<file path="config.mk">
export PLATFORM = sky130hd
export DESIGN_NAME = led_fsm
export DESIGN_NICKNAME = d
export VERILOG_FILES = /design/src/rtl/led_fsm_pkg.sv /design/src/rtl/led_level_enc.sv /design/src/rtl/led_fsm.sv
export SDC_FILE = /design/constraint.sdc
export NUM_CORES = 1
export LEC_CHECK = 0
export CORE_UTILIZATION = 50
export CTS_CLUSTER_SIZE = 16
export DETAILED_ROUTE_END_ITERATION = 10
export HOLD_SLACK_MARGIN = 0.06
export PLACE_DENSITY = 0.78
export SLEW_MARGIN = 20
export SYNTH_ARGS = -nofsm -noshare
export SYNTH_HDL_FRONTEND = slang
export SYNTH_SLANG_ARGS = --single-unit
</file>
<file path="constraint.sdc">
create_clock -name clk -period 3.1 [get_ports clk]
set_input_delay 0.93 -clock clk [delete_from_list [all_inputs] [get_ports clk]]
set_output_delay 0.93 -clock clk [all_outputs]
set_load 0.005 [all_outputs]
</file>
<file path="src/rtl/led_fsm_pkg.sv">
// rtl/led_fsm_pkg.sv - shared types, constants and level helper for the VU meter
package led_fsm_pkg;

  typedef enum logic [0:0] {
    ACCUM  = 1'b0,
    UPDATE = 1'b1
  } state_t;

  localparam int LED_COUNT = 8;
  localparam int LVL_W     = 4;
  localparam int LVL_SHIFT = 4;
  localparam int LVL_ROUND = 15;

  // Ceiling-style bucket: 0 -> 0, 1..16 -> 1, ..., 113..127 -> 8.
  function automatic logic [LVL_W-1:0] lvl_of(input logic [6:0] m);
    logic [7:0] s;
    s = {1'b0, m} + 8'(LVL_ROUND);
    return s[LVL_SHIFT +: LVL_W];
  endfunction

endpackage

</file>
<file path="src/rtl/led_level_enc.sv">
// rtl/led_level_enc.sv - signed sample to saturated magnitude and bar level
module led_level_enc
  import led_fsm_pkg::*;
(
  input  logic [7:0]       sample,
  output logic [6:0]       mag,
  output logic [LVL_W-1:0] lvl
);

  always_comb begin
    mag = sample[6:0];
    // -128 has no positive 8-bit counterpart, so it clamps to full scale.
    if (sample == 8'h80)
      mag = 7'd127;
    else if (sample[7])
      mag = 7'(~sample[6:0] + 7'd1);
    lvl = lvl_of(mag);
  end

endmodule

</file>
<file path="src/rtl/led_fsm.sv">
// rtl/led_fsm.sv - peak-hold audio level meter driving an 8-LED thermometer bar
module led_fsm
  import led_fsm_pkg::*;
#(
  parameter int WINDOW = 16
) (
  input  logic                 clk,
  input  logic                 reset,
  input  logic [7:0]           audio_in,
  output logic [LED_COUNT-1:0] led
);

  localparam int             CW       = $clog2(WINDOW);
  localparam logic [CW-1:0]  CNT_LAST = CW'(WINDOW - 1);

  state_t               state;
  logic [CW-1:0]        cnt;
  logic [6:0]           peak;
  logic [6:0]           mag;
  logic [6:0]           pk_mag_unused;
  logic [LVL_W-1:0]     in_lvl_unused;
  logic [LVL_W-1:0]     pk_lvl;
  logic [LVL_W-1:0]     disp;
  logic [LVL_W-1:0]     disp_next;
  logic [LED_COUNT-1:0] therm;

  led_level_enc u_enc_in (
    .sample (audio_in),
    .mag    (mag),
    .lvl    (in_lvl_unused)
  );

  led_level_enc u_enc_peak (
    .sample ({1'b0, peak}),
    .mag    (pk_mag_unused),
    .lvl    (pk_lvl)
  );

  always_comb begin
    disp_next = disp;
    if (pk_lvl >= disp)
      disp_next = pk_lvl;
    else
      disp_next = disp - LVL_W'(1);  // pk_lvl < disp implies disp > 0
    therm = '0;
    for (int i = 0; i < LED_COUNT; i++)
      therm[i] = (LVL_W'(i) < disp_next);
  end

  always_ff @(posedge clk) begin
    if (reset) begin
      state <= ACCUM;
      cnt   <= '0;
      peak  <= '0;
      disp  <= '0;
      led   <= '0;
    end else begin
      case (state)
        ACCUM: begin
          if (mag > peak)
            peak <= mag;
          if (cnt == CNT_LAST) begin
            cnt   <= '0;
            state <= UPDATE;
          end else begin
            cnt <= cnt + CW'(1);
          end
        end
        UPDATE: begin
          disp  <= disp_next;
          led   <= therm;
          peak  <= '0;
          state <= ACCUM;
        end
        default: state <= ACCUM;
      endcase
    end
  end

endmodule

</file>
# Word-level counts from Yosys, hierarchy flattened
# Index checks and enable logic that the tools add are counted.
[word_totals]
reg_bits = 24
out_inout_bits = 8
inputBits = 10
word_cells = 32
[op_classes]
bitwise_logic = 2
eq_ne = 3
add_sub_neg = 4
muxes = 8
magnitude_cmp = 10
[op_table]
columns = ["operator", "count"]
rows = [
  ["$mux W7", 3],
  ["$lt A3 B4 Y1 const A", 4],
  ["$pmux W7 S2", 1],
  ["$add A7 B4 Y8 const B", 1],
  ["$eq A8 B8 Y1 const B", 1],
  ["$lt A1 B4 Y1 const A", 2],
  ["$lt A2 B4 Y1 const A", 2],
  ["$mux W4", 2],
  ["$add A7 B1 Y7 const B", 1],
  ["$gt A7 B7 Y1", 1],
  ["$not A7 Y7", 1],
  ["$add A4 B1 Y4 const B", 1],
  ["$eq A4 B4 Y1 const B", 1],
  ["$ge A4 B4 Y1", 1],
  ["$sub A4 B1 Y4 const B", 1],
  ["$ne A2 B2 Y1 const B", 1],
  ["$pmux W1 S2", 1],
  ["$mux W1", 1],
  ["$not A1 Y1", 1],
]

# Logic depth before layout (Yosys ltp)
[logic_depth]
depth_word = 7
ltp_mapped = 12
ltp_nobuf = 11

# Hierarchy
# A second synthesis with hierarchy kept.
[unflattened]
hier_cells = 244
hier_area_um2 = 1946.9
[by_module_without_submodules]
columns = ["mod", "n_inst", "seq_area_each_um2", "area_per_inst_um2", "cells_each"]
rows = [
  ["led_fsm", 1, 460.4, 1366.3, 164],
  ["led_level_enc", 2, 0.0, 290.3, 40],
]

# Least setup slack after synthesis
# OpenSTA, ideal clock, no wires.
[synth_path]
kind = "input port to flip-flop"
start = "in audio_in[0]"
end = "reg peak[0]"
arrival_ns = 2.934
setup_time_ns = 0.134
required_time_ns = 2.966
n_path_buf = 1
stages = 11
setup_slack_ns = 0.032
path_cell_list = "inv_1 > ha_1 > or3b_1 > o311ai_0 > o21a_1 > ha_1 > a21oi_1 > o21ai_0 > o22a_1 > clkbuf_1 > mux2i_1"
[synth_between]
elab_chain_cells = 6
elab_cells_between_ends = 9
cone_classes = "1 x add/sub; 1 x order compare; 2 x eq/ne; 4 x mux; 1 x bitwise"
[synth_rtl]
columns = ["element", "line", "rtl"]
rows = [
  ["from (decl)", "led_fsm.sv:9", "input logic [7:0] audio_in,"],
  ["$not A7 Y7", "led_level_enc.sv:16", "mag = 7'(~sample[6:0] + 7'd1);"],
  ["$add A7 B1 Y7", "led_level_enc.sv:16", ""],
  ["$mux W7", "led_level_enc.sv:15", "else if (sample[7])"],
  ["$mux W7 (*)", "led_level_enc.sv:13", "if (sample == 8'h80)"],
  ["$gt A7 B7 Y1 or $mux W7 (tied branches)", "led_fsm.sv:60", "if (mag > peak)"],
  ["$ne A2 B2 Y1 (no line) or $pmux W7 S2 (tied branches)", "n/a", ""],
  ["to (signal assigned)", "led_fsm.sv:61", "peak <= mag;"],
  ["to (decl)", "led_fsm.sv:18", "logic [6:0] peak;"],
]
# Mark *: on every way between the ends. The rest lies on a longest branch, timed or not. The select of a mux whose other input is x is not followed.
# A chain may end at the register's enable or synchronous reset.

# Worst setup path after layout
[layout_path]
start = "in audio_in[1]"
end = "reg peak[2]"
# Same word-level chain as after synthesis.

==> summary.md <==
| Metric | Value |
|---|---|
| Run status | `completed` |
| Yosys Warn Count | `0` |
| Fin worst setup slack | `121 ps` |
| Synth cell types | `44` |
| R2R setup slack | `280 ps` |
| Row count | `20` |
| Most frequent cells in the layout | `25 x buf_4, 23 x dfxtp_1, 21 x nand2_1` |
| Starting Density | `53.0%` |
| Power Dens Cells | `roughly 420 nW/um2` |
| Final worst path period share | `96.1%` |
| Minimum clock period after layout | `2980 ps` |
| Layout cells sized above 1 | `21.6%` |
| Max Buffers Root-to-Sink | `2` |
| R2R depth | `9` |
| Crit path arrival time | `around 3200 ps` |
| Cell chain of the critical path | `dlygate4sd2_1 > inv_1 > ha_4 > or3b_4 > o311ai_4 > o21a_1 > ha_4 > nand4_1 > a21oi_2 > o22a_1 > buf_12 > mux2i_1` |
| DR WL/cell | `between 10 and 15 um` |
| Post-synth EDFFs | `0` |
| First-pass GRT wire length | `6360 um` |
| Crit path capture type | `register` |
| Core area | `between 3000 and 4000 um2` |
| Ant. Diodes | `0` |
| Leakage power | `0.873 nW` |
| Critical path fanouts, max | `7` |
| CP Class | `input port to register` |
| First drt pass iteration count | `4` |
| Hold bufs inserted after CTS | `0` |
| Core Util, Final | `70.2%` |
| Largest net degree at the start of global routing | `20` |
| Hold Fails Final Rpt | `0` |
| Clock root cell | `clkbuf_4` |
| Die area | `3500 um2` |
| Cells after Synth | `205` |
| Min-Delay Endpoint | `state` |
| DR vias/cell | `~5.6` |
| CP most frequent cell | `ha_4` |
| Post-DP HPWL | `2760 um` |
| Sequential-to-total area share from yosys stat | `between 20% and 30%` |
| Fmax | `336 MHz` |
| CTS tree | `built` |
| # Max-Cap Violations | `0` |
| Syn Nets | `229` |
| Vias | `1585` |
| Initial antenna violation count | `0` |
| Fin nets | `266` |
| Clock latency at the later pin of the worst-skew pair | `320 ps` |
| Ys flop type | `dfxtp_1` |
| Final setup vio count | `0` |
| Total CTS buffers | `3` |
| Hold Path Class | `register to register` |
| Synth-to-layout area growth | `32.4%` |
| CP top delay family | `compound AO/OA/AOI/OAI gates` |
| Slowest stage delay, CP | `410 ps` |
| Worst EP required | `roughly 3400 ps` |
| Worst Skew | `4.59 ps` |
| Final std cells w/o fill | `285` |
| Ys async rst share | `0%` |
| Placed Cells incl. Taps | `280` |
| Reg2Reg Capture Point | `led[4]` |
| Vias in the first global route | `about 1500` |
| Io pins | `18` |
| # H-tree levels | `1` |
| Fillers | `258` |
| Drt drc | `0` |
| Post-Syn Area | `1630 um2` |
| Routed WL | `about 3700 um` |
| Slew Limit Fails | `0` |
| IO buf count | `17` |
| Worst Hold Depth | `2` |
| Most common cell after layout, fill and taps aside | `buf_4` |
| Clock sink count | `23` |
| Syn_area_per_cell | `7.96 um2` |
| Startpoint types | `input port` |
| Global placement routability congestion | `roughly 0.91` |
| Normalized max-slew margin | `45.3%` |
| Worst VDD drop | `0.000247 V` |
| CP bufs+invs | `3` |
| Worst-margin pin slew | `818 ps` |
| Drt initial violations | `between 100 and 150` |
| Antenna-violating nets left | `0` |
| Clock Pin Slew Worst Setup and Hold Paths | `130 ps` |
| Overflow after GRT | `0` |
| FF+latch count, synth | `23` |
| Reg-to-reg startpoint | `peak[0]` |
| Hold Startpoint | `cnt[3]` |
| Die outline height | `59.1 um` |
| Setup WS pre-CTS | `-631 ps` |
| GRT Util Overall | `23.6%` |
| Power Total | `0.897 mW` |
| CP max stage cell | `or3b_4` |
| Die Wd | `59.1 um` |
[cell usage after synthesis, types with 4 or more instances]
cell / count / share of area [%]
inv_1: 15 / 3.5
mux2i_1: 8 / 4.9
dfxtp_1: 23 / 28
o21ai_0: 10 / 3.1
nor2_1: 17 / 3.9
nor3_1: 10 / 3.1
a211oi_1: 5 / 2.3
o31ai_1: 4 / 1.8
clkbuf_1: 7 / 1.6
ha_1: 14 / 11
xnor2_1: 7 / 3.8
a21oi_1: 14 / 4.3
nand2_1: 21 / 4.8
nor2b_1: 4 / 1.5
[how the worst max path moves through the flow]
stage	start	endpoint	slack [ps]	cells past startpoint
6_report	audio_in[1]	peak[2]	120	12
3_3_place_gp	audio_in[1]	peak[6]	-510	12
4_1_cts	audio_in[2]	peak[2]	1	11
2_1_floorplan	audio_in[0]	peak[0]	30	11
5_1_grt	audio_in[5]	peak[2]	-6	11
3_5_place_dp	audio_in[1]	peak[2]	-630	12
[cells by family after synthesis]
group / count (synthesis) / synth area share (%)
AOI/OAI and AO/OA: 57 / 24.7
xor gates and xnor gates: 7 / 3.76
adders and majority gates: 14 / 10.7
buffers and inverters: 27 / 6.59
DFF: 23 / 28.2
muxes: 8 / 4.91
and+or+nand+nor: 69 / 21.1
[per-stage QoR]
stage | setup TNS [ps] | hold slack (ps) | area, um2
floorplan | 0 | 433 | 1630
global placement | -3550 | 456 | 2010
detailed placement | -4360 | 460 | 2010
CTS | 0 | 476 | 2100
global route | -6.41 | 512 | 2160
finish | 0 | 477 | 2160
[sequential cells by signal (all words and copies together), names as in the netlist]
register	flops
led	8
cnt	4
disp	3
peak	7
state	1
[worst register-to-register path: cells and delay by family, from the launching register on]
family	cells	cell delay [ps]
fa+ha+maj	1	290
flops	1	390
buf+inv	1	230
compound gates	3	860
xor+xnor	1	230
simple gates	3	750
[area by class of cell]
class                           count  area (um2)  share of cell area (%)
Clock inverter                      1        5.00                   0.232
Sequential cell                    23         460                    21.3
Multi-Input combinational cell    155        1180                    54.5
Clock buffer                        3        22.5                    1.04
Timing Repair Buffer               43         380                    17.6
Tap cell                           44        55.1                    2.55
Inverter                           16        60.1                    2.78
[report_power, final]
part / total (mW) / leakage [nW] / switching [mW] / internal (mW)
Clock: 0.145 / 0.0177 / 0.0966 / 0.0484
Sequential: 0.343 / 0.187 / 0.0270 / 0.316
Combinational: 0.409 / 0.668 / 0.211 / 0.198
[what timing repair did]
| item | 4_1_cts | 5_1_grt |
|---|---|---|
| pin swaps | 5 | 9 |
| setup buffers | 1 | 0 |
| resized for setup | 15 | 14 |
| setup endpoints to repair | 7 | 9 |
[metal layers]
metal / GRT usage (%) / vias up / wire, um
li1: - / 814 / -
met1: 30.5 / 754 / 1780
met2: 40.6 / 13 / 1840
met3: 4.80 / 4 / 75
met4: 4.76 / 0 / 23
met5: 0 / - / 0
No activity file was read; power rests on OpenSTA's default activity.
==> RTL edit (config.mk and constraints unchanged) <==
Make the reset (`reset`) asynchronous in one clocked block.
--- a/src/rtl/led_fsm.sv
+++ b/src/rtl/led_fsm.sv
@@ -49,3 +49,3 @@
 
-  always_ff @(posedge clk) begin
+  always_ff @(posedge clk or posedge reset) begin
     if (reset) begin
Formal check against the unedited RTL: same outputs for any inputs over 10 cycles, from zero or initial values and one cycle with reset high; that may be too few to reach the edited logic, so the function may still have changed.
==> RTL edit against the unedited design <==
- worst setup slack got worse by 0.12 ns
- first-iteration DRC count shrank 7.6%
- area after synthesis rose by 2.8%
- non-clock buffer count grew 1
- wire length grew 11%
- final cell count shrank 5.3%
- cell area is 3.4% higher
- sequential cell count is the same
Power is not compared: it rests on default switching activity, and its combinational part moved more than twofold at a synthesized area within 25%.
==> RTL edit: results (changes against the unedited design) <==
\begin{tabular}{lr}
\hline
Metric & Value \\
\hline
\multicolumn{2}{l}{\textbf{Status}} \\
Outcome & completed \\
\multicolumn{2}{l}{\textbf{Logic synthesis}} \\
Share of the synthesized area in compound gates (AO/OA/AOI/OAI) & 0.1881 (-0.05887) \\
Most used flip-flop cell after synthesis & dfrtp\_1 \\
Total nets after synthesis & 210 (-8.3\%) \\
Number of library cell types mapped by synthesis & 46 (+4.5\%) \\
Post-synthesis sequential area ratio & 0.3433 (+0.06107) \\
Share of synthesized registers carrying an async set or reset & 1.000 (+1.000) \\
Parity-gate share of the synthesized area counting xor and xnor cells & 0.05075 (+0.01317) \\
Synth Area in Adders & 0.1045 (-0.002884) \\
Largest cells by area after synthesis & dfrtp\_1, ha\_1, inv\_1 \\
Most frequent cells after synthesis & dfrtp\_1, inv\_1, nand2\_1 \\
\multicolumn{2}{l}{\textbf{Global routing}} \\
Global-route met1 utilization & 0.3052 (+0.0003643) \\
GR Util met2 & 0.4317 (+0.02590) \\
Global-route wire length before repair & 6.582 mm (+3.5\%) \\
Largest net degree at the start of global routing & 27 (+35\%) \\
Gr usage total & 0.2438 (+0.007948) \\
Global-route met3 utilization & 0.04545 (-0.002580) \\
\multicolumn{2}{l}{\textbf{STA}} \\
Smallest hold slack & 0.5043 ns (+0.02743 ns) \\
Worst-case clock skew & 0.01285 ns (+0.008257 ns) \\
Tmin final & 3.099 ns (+0.1200 ns) \\
Measured slew at the worst slew-check pin & 0.8712 ns (+0.05363 ns) \\
\multicolumn{2}{l}{\textbf{Worst setup path}} \\
Worst reg2reg path startpoint & peak[2] \\
End point of the critical path & peak[2] \\
Endpoint of the most critical register-to-register path & led[4] \\
Worst Reg2Reg Path Length in Cells & 8 (-1) \\
R2R Setup Slk & 0.15 ns (-0.13 ns) \\
Critical path fanouts, max & 6 (-1) \\
Worst Path Arrival & 3.30 ns (+0.07 ns) \\
\multicolumn{2}{l}{\textbf{Drt}} \\
Routed WL & 4.128 mm (+11\%) \\
Met3 wire length & 96 microns (+28\%) \\
Number of vias in the routed layout & 1498 (-5.5\%) \\
Detailed-routing wirelength on met1 & 1.822 mm (+2.2\%) \\
Detailed router's first-iteration violation count & 97 (-7.6\%) \\
\multicolumn{2}{l}{\textbf{Cells and area}} \\
Count of inverters other than clock inverters in the layout & 22 (+6) \\
Register fraction of the total cell area & 0.2578 (+0.04464) \\
Count of plain and timing-repair buffers in the layout & 44 (+2.3\%) \\
Portion of the layout cell area used by clock cells & 0.01233 (-0.0004144) \\
\# nets final & 251 (-5.6\%) \\
Share of layout cells above drive strength 1 & 0.2699 (+0.05414) \\
Fill cells & 222 (-14\%) \\
Multi-input gate area in the final layout & 1080 sq um (-8.2\%) \\
\multicolumn{2}{l}{\textbf{Min path}} \\
Cell depth of the worst hold path & 1 (-1) \\
Beginning of the worst hold path & cnt[2] \\
\multicolumn{2}{l}{\textbf{Placement}} \\
Half-perimeter wire length of the detailed placement result & 2.938 mm (+6.4\%) \\
Worst slack, placed & -0.9619 ns (-0.3305 ns) \\
GPL Wtd Cong & 0.8873 (-2.5\%) \\
\hline
\end{tabular}
==> RTL edit: changes by cell type after synthesis, sizes merged, moves of 4 or more <==
cell / change
dfrtp: +23
inv: +6
a31oi: +4
a21oi: -5
a211oi: -5
nor3: -6
mux2: +6
mux2i: -4
dfxtp: -23
==> RTL edit: what timing repair did <==
| action | in CTS | in global routing |
|---|---|---|
| gates resized for setup | 25 | 14 |
| pin swaps | 8 | 14 |
| setup buffers | 3 | 2 |
| hold buffers | 0 | 0 |
| setup endpoints to repair | 7 | 7 |
==> RTL edit: per-stage QoR <==
step           cell area [sq um]  std cells  power (uW)
2_1_floorplan               1717        186        1402
3_3_place_gp                2064        261        1660
3_5_place_dp                2064        261        1731
4_1_cts                     2152        268        1942
5_1_grt                     2232        270        2150
6_report                    2232        270        1992
==> RTL edit: kinds of logic after synthesis <==
logic type               after synthesis
multiplexers                          10
XOR/XNOR                               8
adder cells (fa/ha/maj)               14
AND/OR/NAND/NOR                       58
buffers and inverters                 30
AO/OA/AOI/OAI                         43
flip-flops                            23
